<file path="config.mk">
export PLATFORM = sky130hd
export DESIGN_NAME = rom_stream
export DESIGN_NICKNAME = d
export VERILOG_FILES = /design/src/rtl/rom_stream.sv
export SDC_FILE = /design/constraint.sdc
export NUM_CORES = 1
export LEC_CHECK = 0
export ABC_AREA = 1
export BUFFER_PORTS_ARGS = -buffer_cell sky130_fd_sc_hd__clkbuf_2
export CORE_MARGIN = 2
export CORE_UTILIZATION = 55
export DETAILED_ROUTE_END_ITERATION = 8
export GPL_ROUTABILITY_DRIVEN = 0
export PLACE_DENSITY = 0.84
export SYNTH_ARGS = -nofsm -noshare
export SYNTH_HDL_FRONTEND = slang
export SYNTH_SLANG_ARGS = --single-unit
</file>
<file path="constraint.sdc">
create_clock -name clock -period 2.4 [get_ports clock]
set_input_delay 0.48 -clock clock [delete_from_list [all_inputs] [get_ports clock]]
set_output_delay 0.48 -clock clock [all_outputs]
set_load 0.01 [all_outputs]
</file>
<file path="src/rtl/rom_stream.sv">
// rom_stream: parametrised synchronous ROM with a registered random-access
// read port and a valid/ready burst-read engine that wraps at the top address.
// Optional feature macro: ROM_PARITY_EN adds rom_parity/out_parity outputs
// (XOR reduction of rom_out/out_data, registered with their data).
module rom_stream #(
  parameter int unsigned data_width = 8,
  parameter int unsigned addr_width = 3,
  parameter string       INIT_FILE  = ""
) (
  input  logic                  clock,
  input  logic                  reset_n,
  input  logic                  en,
  input  logic [addr_width-1:0] addr,
  output logic [data_width-1:0] rom_out,
  input  logic                  start,
  input  logic [addr_width-1:0] burst_base,
  input  logic [addr_width:0]   burst_len,
  output logic                  out_valid,
  input  logic                  out_ready,
  output logic [data_width-1:0] out_data,
  output logic                  busy,
  output logic                  done
`ifdef ROM_PARITY_EN
  ,
  output logic                  rom_parity,
  output logic                  out_parity
`endif
);

  localparam int unsigned DEPTH = 2 ** addr_width;
  localparam logic [addr_width:0] DEPTH_LEN = (addr_width + 1)'(DEPTH);

  typedef enum logic [1:0] {
    IDLE,
    STREAM,
    DRAIN
  } state_t;

  logic [data_width-1:0] mem [DEPTH];

  state_t                state;
  logic [addr_width-1:0] rd_ptr;
  logic [addr_width:0]   remaining;
  logic [addr_width:0]   len_clamped;
  logic                  load;

  // ROM contents: the 3*i+1 ramp
  generate
    for (genvar i = 0; i < DEPTH; i++) begin : g_word
      assign mem[i] = data_width'(3 * i + 1);
    end
  endgenerate

  // Over-long bursts are clamped to one full pass over the ROM
  always_comb begin
    len_clamped = (burst_len > DEPTH_LEN) ? DEPTH_LEN : burst_len;
    load        = !out_valid || out_ready;
  end

  assign busy = (state != IDLE);

  // Random-access port: one-cycle registered read, holds when en is low
  always_ff @(posedge clock or negedge reset_n) begin
    if (!reset_n) begin
      rom_out <= '0;
`ifdef ROM_PARITY_EN
      rom_parity <= 1'b0;
`endif
    end else if (en) begin
      rom_out <= mem[addr];
`ifdef ROM_PARITY_EN
      rom_parity <= ^mem[addr];
`endif
    end
  end

  // Burst engine: IDLE -> STREAM (load words) -> DRAIN (retire last word)
  always_ff @(posedge clock or negedge reset_n) begin
    if (!reset_n) begin
      state     <= IDLE;
      rd_ptr    <= '0;
      remaining <= '0;
      out_valid <= 1'b0;
      out_data  <= '0;
      done      <= 1'b0;
`ifdef ROM_PARITY_EN
      out_parity <= 1'b0;
`endif
    end else begin
      done <= 1'b0;
      unique case (state)
        IDLE: begin
          if (start) begin
            if (len_clamped == '0) begin
              done <= 1'b1;
            end else begin
              rd_ptr    <= burst_base;
              remaining <= len_clamped;
              state     <= STREAM;
            end
          end
        end
        STREAM: begin
          if (load) begin
            out_data  <= mem[rd_ptr];
`ifdef ROM_PARITY_EN
            out_parity <= ^mem[rd_ptr];
`endif
            out_valid <= 1'b1;
            rd_ptr    <= rd_ptr + 1'b1;
            remaining <= remaining - 1'b1;
            if (remaining == (addr_width + 1)'(1)) begin
              state <= DRAIN;
            end
          end
        end
        DRAIN: begin
          if (out_valid && out_ready) begin
            out_valid <= 1'b0;
            done      <= 1'b1;
            state     <= IDLE;
          end
        end
        default: state <= IDLE;
      endcase
    end
  end

endmodule

</file>
=== Word level (Yosys, flattened, before mapping) ===
Memories as Yosys holds them, arrays and structs flattened. A register that Yosys moved wholly into a read port is not among the register bits.
Cells that the tools add are included.

* Add/sub/neg operators: 2
* Magnitude comparators: 1
* Equality and inequality tests: 8
* Mux-type cells: 22
* Bitwise operators: 2
* Reduce and logical (&&, ||, !) cells: 14

{| class="wikitable"
|+ Operators with widths
! kind !! count
|-
| 2-to-1 mux 4 bit || 4
|-
| 2-to-1 mux 2 bit || 5
|-
| inequality test 2 bit, second input constant || 5
|-
| 2-to-1 mux 3 bit || 3
|-
| inverter 3 -> 4 bit || 2
|-
| one-hot mux 4 bit (2 select lines) || 1
|-
| one-hot mux 2 bit (3 select lines) || 1
|-
| one-hot mux 3 bit (2 select lines) || 1
|-
| nonzero test 2 bit || 3
|-
| 2-to-1 mux 1 bit || 5
|-
| AND reduction 5 bit || 1
|-
| equality test 4 x 1 -> 1 bit, second input constant || 1
|-
| greater-than comparator 4 bit, second input constant || 1
|-
| logical NOT 4 bit || 1
|-
| one-hot mux 1 bit (2 select lines) || 2
|-
| AND reduction 4 bit || 1
|-
| subtractor 4 x 1 -> 4 bit, second input constant || 1
|-
| adder 3 x 1 -> 3 bit, second input constant || 1
|-
| logical NOT 1 bit || 3
|-
| AND reduction 3 bit || 1
|-
| equality test 2 x 1 -> 1 bit, second input constant || 1
|-
| equality test 2 bit, second input constant || 1
|-
| logical NOT 2 bit || 1
|-
| AND reduction 2 bit || 1
|-
| other kinds (2) || 2
|}

* Bits in registers: 11
* ROM bits: 128
* Input port bits: 15
* Output and inout bits: 19
* Word-level logic and storage cells: 56
* Memories kept: 2

{| class="wikitable"
|+ Memory list
! memory !! words !! bits a word !! rd ports !! clocked after memory_dff !! write ports !! RTL line !! text
|-
| (no name shown) || 8 || 8 || 1 || 1 || 0 || 105 || <nowiki>out_data <= mem[rd_ptr];</nowiki>
|-
| (no name shown) || 8 || 8 || 1 || 1 || 0 || 70 || <nowiki>rom_out <= mem[addr];</nowiki>
|}

=== Longest topological paths before layout ===
Gate-level depths: netlist (run 1).

* Word-level depth: 6
* Mapped depth: 8
* Gate-level depth less buffers: 8

=== Least setup slack after synthesis (run 1) ===
No wires, ideal clock.

* Path type: input-to-reg
* Start point: input port burst_len[0]
* End point: register remaining[0]
* Setup time: 127 ps
* Arrival: 1,040 ps
* Data required time: 2,273 ps
* Path slack: 1,233 ps
* Cell stages on the path: 6
* Cells stage by stage: nor2_1 nand3_2 nand2_4 clkinv_4 nand2_1 o21ai_0

* Cells in the longest elaborated chain, start to end: 5

{| class="wikitable"
|+ RTL lines
! element !! RTL line !! text
|-
| start, declared || 17 || <nowiki>input logic [addr_width:0] burst_len,</nowiki>
|-
| greater-than comparator 4 bit || 56 || <nowiki>len_clamped = (burst_len > DEPTH_LEN) ? DEPTH_LEN : burst_len;</nowiki>
|-
| 2-to-1 mux 4 bit (*) || 56 ||
|-
| logical NOT 4 bit / 2-to-1 mux 4 bit (equally long branches) || 94 || <nowiki>if (len_clamped == '0) begin</nowiki>
|-
| inequality test 2 bit (no line) / 2-to-1 mux 4 bit (equally long branches) || - ||
|-
| AND reduction 4 bit (no line) / one-hot mux 4 bit (2 select lines) (equally long branches) || - ||
|-
| end signal, assigned || 98 || <nowiki>remaining <= len_clamped;</nowiki>
|-
| end signal, assigned || 111 || <nowiki>remaining <= remaining - 1'b1;</nowiki>
|-
| end, declared || 43 || <nowiki>logic [addr_width:0] remaining;</nowiki>
|}

Mark *: on every way between the ends. The rest lies on a longest branch, timed or not. The select of a mux whose other input is x is not followed.
A chain may end at the register's enable or synchronous reset.

=== Worst setup path in the final report (run 1) ===
* Start point: register state[0]
* End point: output port busy

* Cells in the longest elaborated chain, start to end: 1

{| class="wikitable"
|+ RTL lines
! element !! RTL line !! text
|-
| start, declared || 41 || <nowiki>state_t state;</nowiki>
|-
| start signal, assigned || 80 || <nowiki>state <= IDLE;</nowiki>
|-
| start signal, assigned || 99 || <nowiki>state <= STREAM;</nowiki>
|-
| start signal, assigned || 113 || <nowiki>state <= DRAIN;</nowiki>
|-
| nonzero test 2 bit || 60 || <nowiki>assign busy = (state != IDLE);</nowiki>
|-
| end, declared || 21 || <nowiki>output logic busy,</nowiki>
|}

No other way between the ends.

==> results of run 1 <==
[where the power goes]
group / total (W) / internal [W] / switching (W)
logic: 0.000675 / 0.000264 / 0.000411
registers: 0.000571 / 0.000471 / 0.0000997
clock network: 0.000168 / 0.0000623 / 0.000106
[cell type report]
class | instances | area share [%]
timing repair buffer | 27 | 10.0
sequential | 21 | 39.1
inverter | 19 | 5.67
clock inverter | 1 | 0.372
multi-input combinational | 104 | 40.7
tap | 27 | 2.51
clock buffer | 3 | 1.67
[through the flow]
| step | power, W | setup slack [ps] | instances | area (um2) |
|---|---|---|---|---|
| after detailed placement | 0.00126 | 940 | 198 | 1320 |
| final | 0.00141 | 718 | 202 | 1350 |
| after floorplan | 0.00110 | 1230 | 152 | 1220 |
| after global routing | 0.00154 | 684 | 202 | 1350 |
| after CTS | 0.00143 | 706 | 202 | 1350 |
| after global placement | 0.00122 | 1000 | 198 | 1320 |
[Yosys cell counts (all sizes together) (2+ instances only)]
library cell and count:
ha 6, nand2 46, dfrtp 21, inv 18, buf 8, nand3 7
nand4 3, nor2 10, xnor2 3, a21oi 2, o21ai 18
[critical path, delay by kind of cell (launching register included)]
kind | cells | cell delay (ps)
flip-flops | 1 | 460
AND/OR/NAND/NOR | 1 | 230
buffers and inverters | 2 | 200
[final timing paths]
kind / startpoint / endpoint / slack [ps] / depth (start not counted)
max: state[0] / busy / 720 / 3
min: reset_n / rom_out[2] / 120 / 1
max reg2reg: state[0] / remaining[0] / 1060 / 8
min reg2reg: rom_out[0] / rom_out[0] / 500 / 2
max in group asynchronous: reset_n / remaining[1] / 1940 / 1
min in group clock: addr[0] / rom_out[0] / 400 / 2
[kinds of logic after synthesis]
group | after synthesis | synth area share (%)
adder cells (fa/ha/maj) | 6 | 6.27
AO/OA/AOI/OAI | 23 | 11.0
XOR/XNOR | 3 | 2.19
buffers and inverters | 27 | 12.0
flip-flops | 21 | 43.9
AND/OR/NAND/NOR | 66 | 24.3
other | 1 | 0.313
[state kept, by name, summed over array words and instances, names as in the netlist]
register	count
out_data	5
rom_out	5
remaining	4
rd_ptr	3
state	2
done	1
out_valid	1
[metal layers]
metal	share of wire [%]	vias to the layer above
met1	44	475
li1	-	510
met4	1.8	0
met5	0	-
met2	50	25
met3	4.4	5
==> results.rst, run 1 <==
.. list-table::
   :header-rows: 1

   * - Metric
     - Value
   * - Fin Setup TNS
     - 0 ps
   * - Synth Register Bits
     - 21
   * - CTS tree
     - built
   * - Mean post-synth cell area
     - 8.15 um2
   * - Cells along the critical path
     - nor2_1, inv_1, clkbuf_2
   * - Die Width
     - 50.7 um
   * - Post-CTS repair timing setup buffer count
     - 0
   * - Half-perimeter wire length after placement
     - 1790 um
   * - Total standard cell area after synthesis
     - 1200 um2
   * - GRT Util Overall
     - 19.1%
   * - Fraction of layout instances using a drive strength above 1
     - 23.4%
   * - Total congestion overflow
     - 0
   * - Via density
     - 5.02
   * - Leading cell type in the layout, fill and taps excluded
     - nand2_1
   * - Actual transition at the worst max-transition pin
     - 511 ps
   * - Area added between synthesis and finish
     - 12.3%
   * - Clock sink count
     - 21
   * - Largest net degree at the start of global routing
     - 22
   * - Number of I/O pins
     - 34
   * - Clock-pin slew on the worst setup and hold paths
     - 110 ps
   * - Category of the worst setup path capture point
     - output pin
   * - Outcome
     - finished clean
   * - Count of endpoints failing hold in the final timing report
     - 0
   * - Async S/R FF share, synth
     - 100%
   * - Arrival time worst endpoint
     - 1200 ps
   * - Via count
     - 1,015
   * - Max Freq
     - 0.595 GHz
   * - Relative max-transition margin
     - 66.0%
   * - Row Count
     - 16
   * - Htree depth
     - 1
   * - Area of the die
     - 2570 um2
   * - CP max stage cell
     - dfrtp_1
   * - Number of antenna violations at the first check in global routing
     - 0
   * - Register area
     - 526 um2
   * - Final critical-path required period
     - 1680 ps
   * - Post-DRT Antenna Nets
     - 0
   * - Clock tree skew after final layout
     - 1.82 ps
   * - Met1 track demand over resource in global routing
     - 21.2%
   * - Cells after Synth
     - 147
   * - Max Fanout on Critical Path
     - 5
   * - Count of fill cells added during filler insertion
     - 179
   * - Die span in y
     - 50.7 um
   * - Clock root cell
     - clkbuf_4
   * - Port Buffer Count
     - 27
   * - Critical path launch point type
     - flip-flop
   * - Global-route wire length before repair
     - 3710 um
   * - DRC violation total after the first TritonRoute iteration
     - 16
   * - GRT Max-Usage Layer
     - met2
   * - Unrepaired setup endpoints after global routing
     - no
   * - Remaining DRCs
     - 0
   * - Register area share after synthesis
     - 43.9%
   * - Final Slew Violations
     - 0
   * - Number of CTS-inserted buffers
     - 3
   * - Number of enable-type register cells in the synthesized netlist
     - 0
   * - Top FF cell, synth
     - dfrtp_1
   * - Required @ worst endpoint
     - 1920 ps
   * - Initial standard-cell utilization of the core
     - 59.8%
   * - Core Region
     - 2000 um2
   * - Worst hold margin
     - 119 ps
   * - Vias in the first global route
     - 928
   * - NumNets Final
     - 197
   * - Area share of the largest cell type after synthesis
     - 43.9%
   * - Final setup violation count
     - 0
   * - Largest area contributor in the netlist
     - dfrtp_1
   * - M2 GR Usage
     - 34.6%
   * - Type of the worst min-delay path
     - primary input to asynchronous set/reset pin
   * - Highest-count cells in the layout ignoring fill and taps
     - 42 x nand2_1, 27 x clkbuf_2, 21 x dfrtp_1
   * - Core Util, Final
     - 67.2%
   * - Maximum vdd ir drop
     - 0.613 mV
   * - Leakage power total
     - 0.738 nW
   * - Power per unit of standard cell area
     - 1050 nW/um2
   * - Hold-fix buffer count after cts
     - 0
   * - Delay of the slowest cell on the worst path
     - 460 ps
   * - GR met3 Demand/Resource
     - 3.57%
   * - Footprint of the multi-input gates
     - 547 um2
   * - Category of the most critical setup path
     - flip-flop to output pin
   * - Routed WL
     - 2210 um
   * - Count of unique library cells instantiated by Yosys
     - 24
   * - Number of resized instances in the post-cts repair step
     - 0
   * - Clock latency of the later-clocked register in the worst-skew pair
     - 300 ps
   * - Period Utilization, post-route
     - 70.1%
   * - Inserted Diodes
     - 0
   * - Buffer levels on the longest clock path
     - 2
   * - Number of search-and-repair iterations in the first detailed-routing pass
     - 4
   * - Number of warnings printed during yosys synthesis
     - 0
   * - Biggest area contributors in the synthesized netlist
     - dfrtp_1 44%, nand2_1 13%, ha_1 6.3%, inv_1 5.3%, o21ai_0 5.0%
   * - Max-cap check violation count
     - 0
   * - Per-cell routed wire length
     - 10.9 um
No activity file was read; power rests on OpenSTA's default activity.
==> run 2: changes to the inputs <==
--- a/config.mk
+++ b/config.mk
@@ -8,10 +8,10 @@
 export ABC_AREA = 1
 export BUFFER_PORTS_ARGS = -buffer_cell sky130_fd_sc_hd__clkbuf_2
 export CORE_MARGIN = 2
-export CORE_UTILIZATION = 55
+export CORE_UTILIZATION = 51
 export DETAILED_ROUTE_END_ITERATION = 8
 export GPL_ROUTABILITY_DRIVEN = 0
-export PLACE_DENSITY = 0.84
+export PLACE_DENSITY = 0.78
 export SYNTH_ARGS = -nofsm -noshare
 export SYNTH_HDL_FRONTEND = slang
 export SYNTH_SLANG_ARGS = --single-unit
==> constraint.sdc (replaced) <==
create_clock -name clock -period 1.7 [get_ports clock]
set_input_delay 0.34 -clock clock [delete_from_list [all_inputs] [get_ports clock]]
set_output_delay 0.34 -clock clock [all_outputs]
set_load 0.01 [all_outputs]
==> results.rst, run 2 (synthesis results as in run 1) <==
.. list-table::
   :header-rows: 1

   * - Metric
     - Value
   * - Clock tree skew after final layout
     - 4.77 ps (+2.95 ps)
   * - Global-route wire length before repair
     - 4080 um (+10%)
   * - Clock root cell
     - clkbuf_4
   * - Leakage power total
     - 0.738 nW (unchanged)
   * - Post-CTS repair timing setup buffer count
     - 0 (unchanged)
   * - Met1 wire length
     - 1040 um (+8.2%)
   * - Failing checks
     - hold timing
   * - Max Fanout on Critical Path
     - 5 (unchanged)
   * - Fraction of power spent switching nets
     - 43.6% (about the same)
   * - Relative max-transition margin
     - 65.5% (-0.43 points)
   * - Fin Setup TNS
     - 0 ps (unchanged)
   * - Max-cap check violation count
     - 0 (unchanged)
   * - Hold-fix buffer count after cts
     - 0 (unchanged)
   * - Met2 WL
     - 1060 um (-4.2%)
   * - GRT Util Overall
     - 19.9% (+0.86 points)
   * - Comb pwr share
     - 47.9% (+0.2 points)
   * - Fraction of layout instances using a drive strength above 1
     - 23.4% (unchanged)
   * - Routed WL
     - 2220 um (+0.77%)
   * - Final Slew Violations
     - 0 (unchanged)
   * - Outcome
     - finished, violations left
   * - Clock sink count
     - 21 (unchanged)
   * - Final setup violation count
     - 0 (unchanged)
   * - Gate family responsible for the most delay along the worst path
     - flip-flops
   * - Number of antenna violations at the first check in global routing
     - 0 (unchanged)
   * - Via count
     - 968 (-4.6%)
   * - Number of search-and-repair iterations in the first detailed-routing pass
     - 4 (unchanged)
   * - Clock latency of the later-clocked register in the worst-skew pair
     - 300 ps (about the same)
   * - Pint
     - 0.00112 W (+41%)
   * - Topmost layer with routed signal wires
     - met4
   * - Arrival time worst endpoint
     - 1160 ps (-40 ps)
   * - Core Region
     - 2210 um2 (+10%)
   * - Type of the worst min-delay path
     - primary input to asynchronous set/reset pin
   * - Number of I/O pins
     - 34 (unchanged)
   * - Port Buffer Count
     - 27 (unchanged)
   * - Area of the die
     - 2750 um2 (+7.2%)
   * - Die span in y
     - 52.5 um (+3.5%)
   * - Power per unit of standard cell area
     - 1480 nW/um2 (+41%)
   * - Category of the most critical setup path
     - flip-flop to output pin
   * - DRC violation total after the first TritonRoute iteration
     - 21 (+5)
   * - Worst hold margin
     - -11.5 ps (-131 ps)
   * - Number of resized instances in the post-cts repair step
     - 0 (unchanged)
   * - Inserted Diodes
     - 0 (unchanged)
   * - Clock-pin slew on the worst setup and hold paths
     - 120 ps (about the same)
   * - Post-DRT Antenna Nets
     - 0 (unchanged)
   * - Unrepaired setup endpoints after global routing
     - no
   * - Remaining DRCs
     - 0 (unchanged)
   * - Highest-count cells in the layout ignoring fill and taps
     - 42 x nand2_1, 27 x clkbuf_2, 21 x dfrtp_1
   * - Number of CTS-inserted buffers
     - 3 (unchanged)
   * - Cells along the critical path
     - nor2_1, inv_1, clkbuf_2
   * - Maximum vdd ir drop
     - 0.969 mV (+58%)
   * - Vias in the first global route
     - 961 (+3.6%)
   * - Actual transition at the worst max-transition pin
     - 517 ps (+6.48 ps)
   * - Category of the worst setup path capture point
     - output pin
   * - Critical path launch point type
     - flip-flop
   * - CTS tree
     - built
   * - Buf/Inv on CP
     - 2 (unchanged)
   * - Max Freq
     - 0.666 GHz
   * - Core Util, Final
     - 60.9% (-6.3 points)
   * - Die Width
     - 52.5 um (+3.5%)
   * - Period Utilization, post-route
     - 88.3%
   * - Largest net degree at the start of global routing
     - 22 (unchanged)
   * - Via density
     - 4.77 (-5.1%)
   * - Switching power total
     - 0.000868 W (+41%)
   * - Count of endpoints failing hold in the final timing report
     - 21 (+21)
   * - Leading registers by flop count
     - out_data (5), rom_out (5), remaining (4)
   * - Leading cell type in the layout, fill and taps excluded
     - nand2_1
   * - Part of the total power dissipated in the clock network
     - 12.0% (about the same)
   * - Area added between synthesis and finish
     - 12.4% (about the same)
   * - CP max stage cell
     - dfrtp_1
   * - Required @ worst endpoint
     - 1360 ps (-560 ps)
   * - Total congestion overflow
     - 0 (unchanged)
   * - Detailed route wirelength on metal3
     - 91 um (-6.2%)
   * - Row Count
     - 17 (+1)
   * - Part of the power in registers
     - 40.1% (-0.3 points)
   * - Buffer levels on the longest clock path
     - 2 (unchanged)
   * - NumNets Final
     - 197 (unchanged)
   * - Final critical-path required period
     - 1500 ps
   * - Htree depth
     - 1 (unchanged)
   * - Delay of the slowest cell on the worst path
     - 460 ps (about the same)
   * - Initial standard-cell utilization of the core
     - 54.1% (-5.7 points)
   * - Half-perimeter wire length after placement
     - 1780 um (-0.71%)
   * - Per-cell routed wire length
     - 11.0 um (+0.27%)
## run 2: worst paths after layout
path | start | endpoint | slack (ps) | cells past startpoint
worst min register to register | out_data[0] | out_data[0] | 500 | 2
worst max register to register | state[0] | remaining[1] | 350 | 7
max in group asynchronous | reset_n | out_valid | 1370 | 1
min in group clock | addr[0] | rom_out[0] | 280 | 2
worst min-delay path | reset_n | state[0] | -10 | 1
worst max-delay path | state[0] | busy | 200 | 3
## run 2: metrics by stage
| stage | instances | worst slack [ps] | hold slack [ps] | instance area, um2 | total power [W] |
|---|---|---|---|---|---|
| after CTS | 203 | 196 | 4.14 | 1350 | 0.00201 |
| after floorplan | 152 | 596 | 44.4 | 1220 | 0.00155 |
| final | 203 | 199 | -11.5 | 1350 | 0.00199 |
| after global routing | 203 | 139 | 23.4 | 1350 | 0.00221 |
| after detailed placement | 199 | 371 | 339 | 1320 | 0.00177 |
| after global placement | 199 | 438 | 331 | 1320 | 0.00173 |
## run 2: worst reg2reg max path: cells and delay by family, from the launching register on
kind,cells,cell delay (ps)
flip-flops,1,460
AND/OR/NAND/NOR,4,420
buffers and inverters,2,190
AO/OA/AOI/OAI,1,190
## run 2: cell type report
type                       instances  area, um2
sequential                        21        526
timing repair buffer              27        135
tap                               28       35.0
inverter                          19       76.3
fill                             205        866
clock buffer                       3       22.5
clock inverter                     1       5.00
multi-input combinational        104        547
## run 2: power by group through the flow
| stage | registers (W) | clock network, W | logic [W] |
|---|---|---|---|
| global route | 0.000825 | 0.000266 | 0.00112 |
| detailed placement | 0.000807 | 0 | 0.000963 |
| CTS | 0.000799 | 0.000246 | 0.000963 |
| finish | 0.000798 | 0.000239 | 0.000955 |
| floorplan | 0.000817 | 0 | 0.000737 |
| global placement | 0.000804 | 0 | 0.000927 |
## run 2: routing by layer
layer	up-vias	global-route usage (%)
met2	21	33.3
met5	-	0
met3	4	2.86
li1	506	-
met4	0	7.26
met1	437	26.0
==> run 3: changes to the inputs <==
--- a/config.mk
+++ b/config.mk
@@ -11,6 +11,7 @@
 export CORE_UTILIZATION = 51
 export DETAILED_ROUTE_END_ITERATION = 8
 export GPL_ROUTABILITY_DRIVEN = 0
+export HOLD_SLACK_MARGIN = 0.12
 export PLACE_DENSITY = 0.78
 export SYNTH_ARGS = -nofsm -noshare
 export SYNTH_HDL_FRONTEND = slang
==> results.rst, run 3 (synthesis results as in run 1) <==
.. list-table::
   :header-rows: 1

   * - Metric
     - Value
   * - Min-Delay Path Depth
     - 2
   * - Category of the most critical setup path
     - flip-flop to output pin
   * - Leading cell type in the layout, fill and taps excluded
     - nand2_1
   * - Initial standard-cell utilization of the core
     - 54.1% (unchanged)
   * - Leakage power total
     - 0.742 nW (+0.57%)
   * - Row Count
     - 17 (unchanged)
   * - Post-DRT Antenna Nets
     - 0 (unchanged)
   * - Total congestion overflow
     - 0 (unchanged)
   * - Max Freq
     - 0.666 GHz (unchanged)
   * - Power per unit of standard cell area
     - 1470 nW/um2 (-0.64%)
   * - Total cell area at the placement stage
     - 1320 um2 (unchanged)
   * - Unrepaired setup endpoints after global routing
     - no
   * - Remaining DRCs
     - 0 (unchanged)
   * - Clock sink count
     - 21 (unchanged)
   * - Buffer levels on the longest clock path
     - 2 (unchanged)
   * - Cells along the critical path
     - nor2_1, inv_1, clkbuf_2
   * - Vias in the first global route
     - 961 (unchanged)
   * - Half-perimeter wire length after placement
     - 1780 um (unchanged)
   * - Post-placement worst setup slack
     - 371 ps (unchanged)
   * - Outcome
     - finished clean
   * - Largest net degree at the start of global routing
     - 22 (unchanged)
   * - Critical path launch point type
     - flip-flop
   * - Clock latency of the later-clocked register in the worst-skew pair
     - 300 ps (about the same)
   * - Inserted Diodes
     - 0 (unchanged)
   * - Die span in y
     - 52.5 um (unchanged)
   * - Clock root cell
     - clkbuf_4
   * - Number of CTS-inserted buffers
     - 3 (unchanged)
   * - Category of the worst setup path capture point
     - output pin
   * - Post-CTS repair timing setup buffer count
     - 0 (unchanged)
   * - Worst hold margin
     - 282 ps (+294 ps)
   * - Area of the die
     - 2750 um2 (unchanged)
   * - Final Slew Violations
     - 0 (unchanged)
   * - Clock tree skew after final layout
     - 4.77 ps (unchanged)
   * - Core Region
     - 2210 um2 (unchanged)
   * - Actual transition at the worst max-transition pin
     - 516 ps (-1.26 ps)
   * - Port Buffer Count
     - 27 (unchanged)
   * - DRC violation total after the first TritonRoute iteration
     - 21 (unchanged)
   * - Htree depth
     - 1 (unchanged)
   * - Leading registers by flop count
     - out_data (5), rom_out (5), remaining (4)
   * - Delay of the slowest cell on the worst path
     - 460 ps (about the same)
   * - Routed WL
     - 2240 um (+0.54%)
   * - Clock-pin slew on the worst setup and hold paths
     - 120 ps (about the same)
   * - Number of cells on the worst reg-to-reg path
     - 7 (unchanged)
   * - Max-cap check violation count
     - 0 (unchanged)
   * - Least setup slack across all paths after layout
     - 199 ps (unchanged)
   * - Period Utilization, post-route
     - 88.3% (unchanged)
   * - CP max stage cell
     - dfrtp_1
   * - Fin Setup TNS
     - 0 ps (unchanged)
   * - Number of antenna violations at the first check in global routing
     - 0 (unchanged)
   * - Global-route wire length before repair
     - 4080 um (unchanged)
   * - Final critical-path required period
     - 1500 ps (unchanged)
   * - Via count
     - 972 (+0.41%)
   * - Area added between synthesis and finish
     - 13.3%
   * - Count of endpoints failing hold in the final timing report
     - 0 (-100%)
   * - Max Fanout on Critical Path
     - 5 (unchanged)
   * - Highest-count cells in the layout ignoring fill and taps
     - 42 x nand2_1, 27 x clkbuf_2, 21 x dfrtp_1
   * - Layout Cell Area excl Fill
     - 1360 um2 (+0.74%)
   * - Fraction of layout instances using a drive strength above 1
     - 23.3% (-0.13 points)
   * - Number of resized instances in the post-cts repair step
     - 0 (unchanged)
   * - GRT Util Overall
     - 19.9% (unchanged)
   * - Per-cell routed wire length
     - 11.0 um (about the same)
   * - Die Width
     - 52.5 um (unchanged)
   * - Number of I/O pins
     - 34 (unchanged)
   * - Via density
     - 4.76 (about the same)
   * - Required @ worst endpoint
     - 1360 ps (about the same)
   * - Count of fill cells added during filler insertion
     - 204 (-0.49%)
   * - Arrival time worst endpoint
     - 1160 ps (about the same)
   * - NumNets Final
     - 198 (+0.51%)
   * - Maximum vdd ir drop
     - 0.969 mV (about the same)
   * - CTS tree
     - built
   * - Relative max-transition margin
     - 65.6% (+0.084 points)
   * - Type of the worst min-delay path
     - primary input to flip-flop
   * - Final setup violation count
     - 0 (unchanged)
   * - Number of search-and-repair iterations in the first detailed-routing pass
     - 4 (unchanged)
[run 3: routing by layer]
layer  wire [um]  global-route usage (%)
met1        1040                    26.0
met2        1070                    33.3
met3          93                    2.86
met4          30                    7.26
met5           0                       0
[run 3: area by class of cell]
| cell class | count | area [um2] | share of cell area, % |
|---|---|---|---|
| inverters | 19 | 76.3 | 5.63 |
| clock buffers | 3 | 22.5 | 1.66 |
| clock inverters | 1 | 5.00 | 0.369 |
| flip-flops and latches | 21 | 526 | 38.7 |
| multi-input cells | 104 | 547 | 40.3 |
| repair buffers | 28 | 145 | 10.7 |
| well taps | 28 | 35.0 | 2.58 |
[run 3: worst max-delay path: cells and delay by family (launching register included)]
kind                   cells  cell delay [ps]
flip-flops                 1              460
AND/OR/NAND/NOR            1              220
buffers and inverters      2              180
[run 3: timing repair]
item,4_1_cts,5_1_grt
endpoints found under the setup margin,0,0
hold buffers,1,0
hold endpoints to repair,21,0
[run 3: report_power, final]
part | internal (W) | switching [W] | total (W)
sequential | 0.000666 | 0.000133 | 0.000798
clock | 0.0000875 | 0.000152 | 0.000239
combinational | 0.000373 | 0.000584 | 0.000957
[run 3: worst paths after layout]
kind	startpoint	end	slack, ps
setup / recovery	state[0]	busy	200
hold / removal	addr[0]	rom_out[0]	280
setup reg to reg	state[0]	remaining[1]	350
hold reg to reg	out_data[0]	out_data[0]	500
max in group asynchronous	reset_n	out_valid	820
min in group asynchronous	reset_n	state[0]	530
[run 3: per-stage QoR]
step	total power, W	cells	utilization, %
final	0.00199	204	61.3
after global routing	0.00221	204	61.3
after global placement	0.00173	199	59.6
after detailed placement	0.00177	199	59.6
after floorplan	0.00155	152	-
after CTS	0.00201	204	61.3
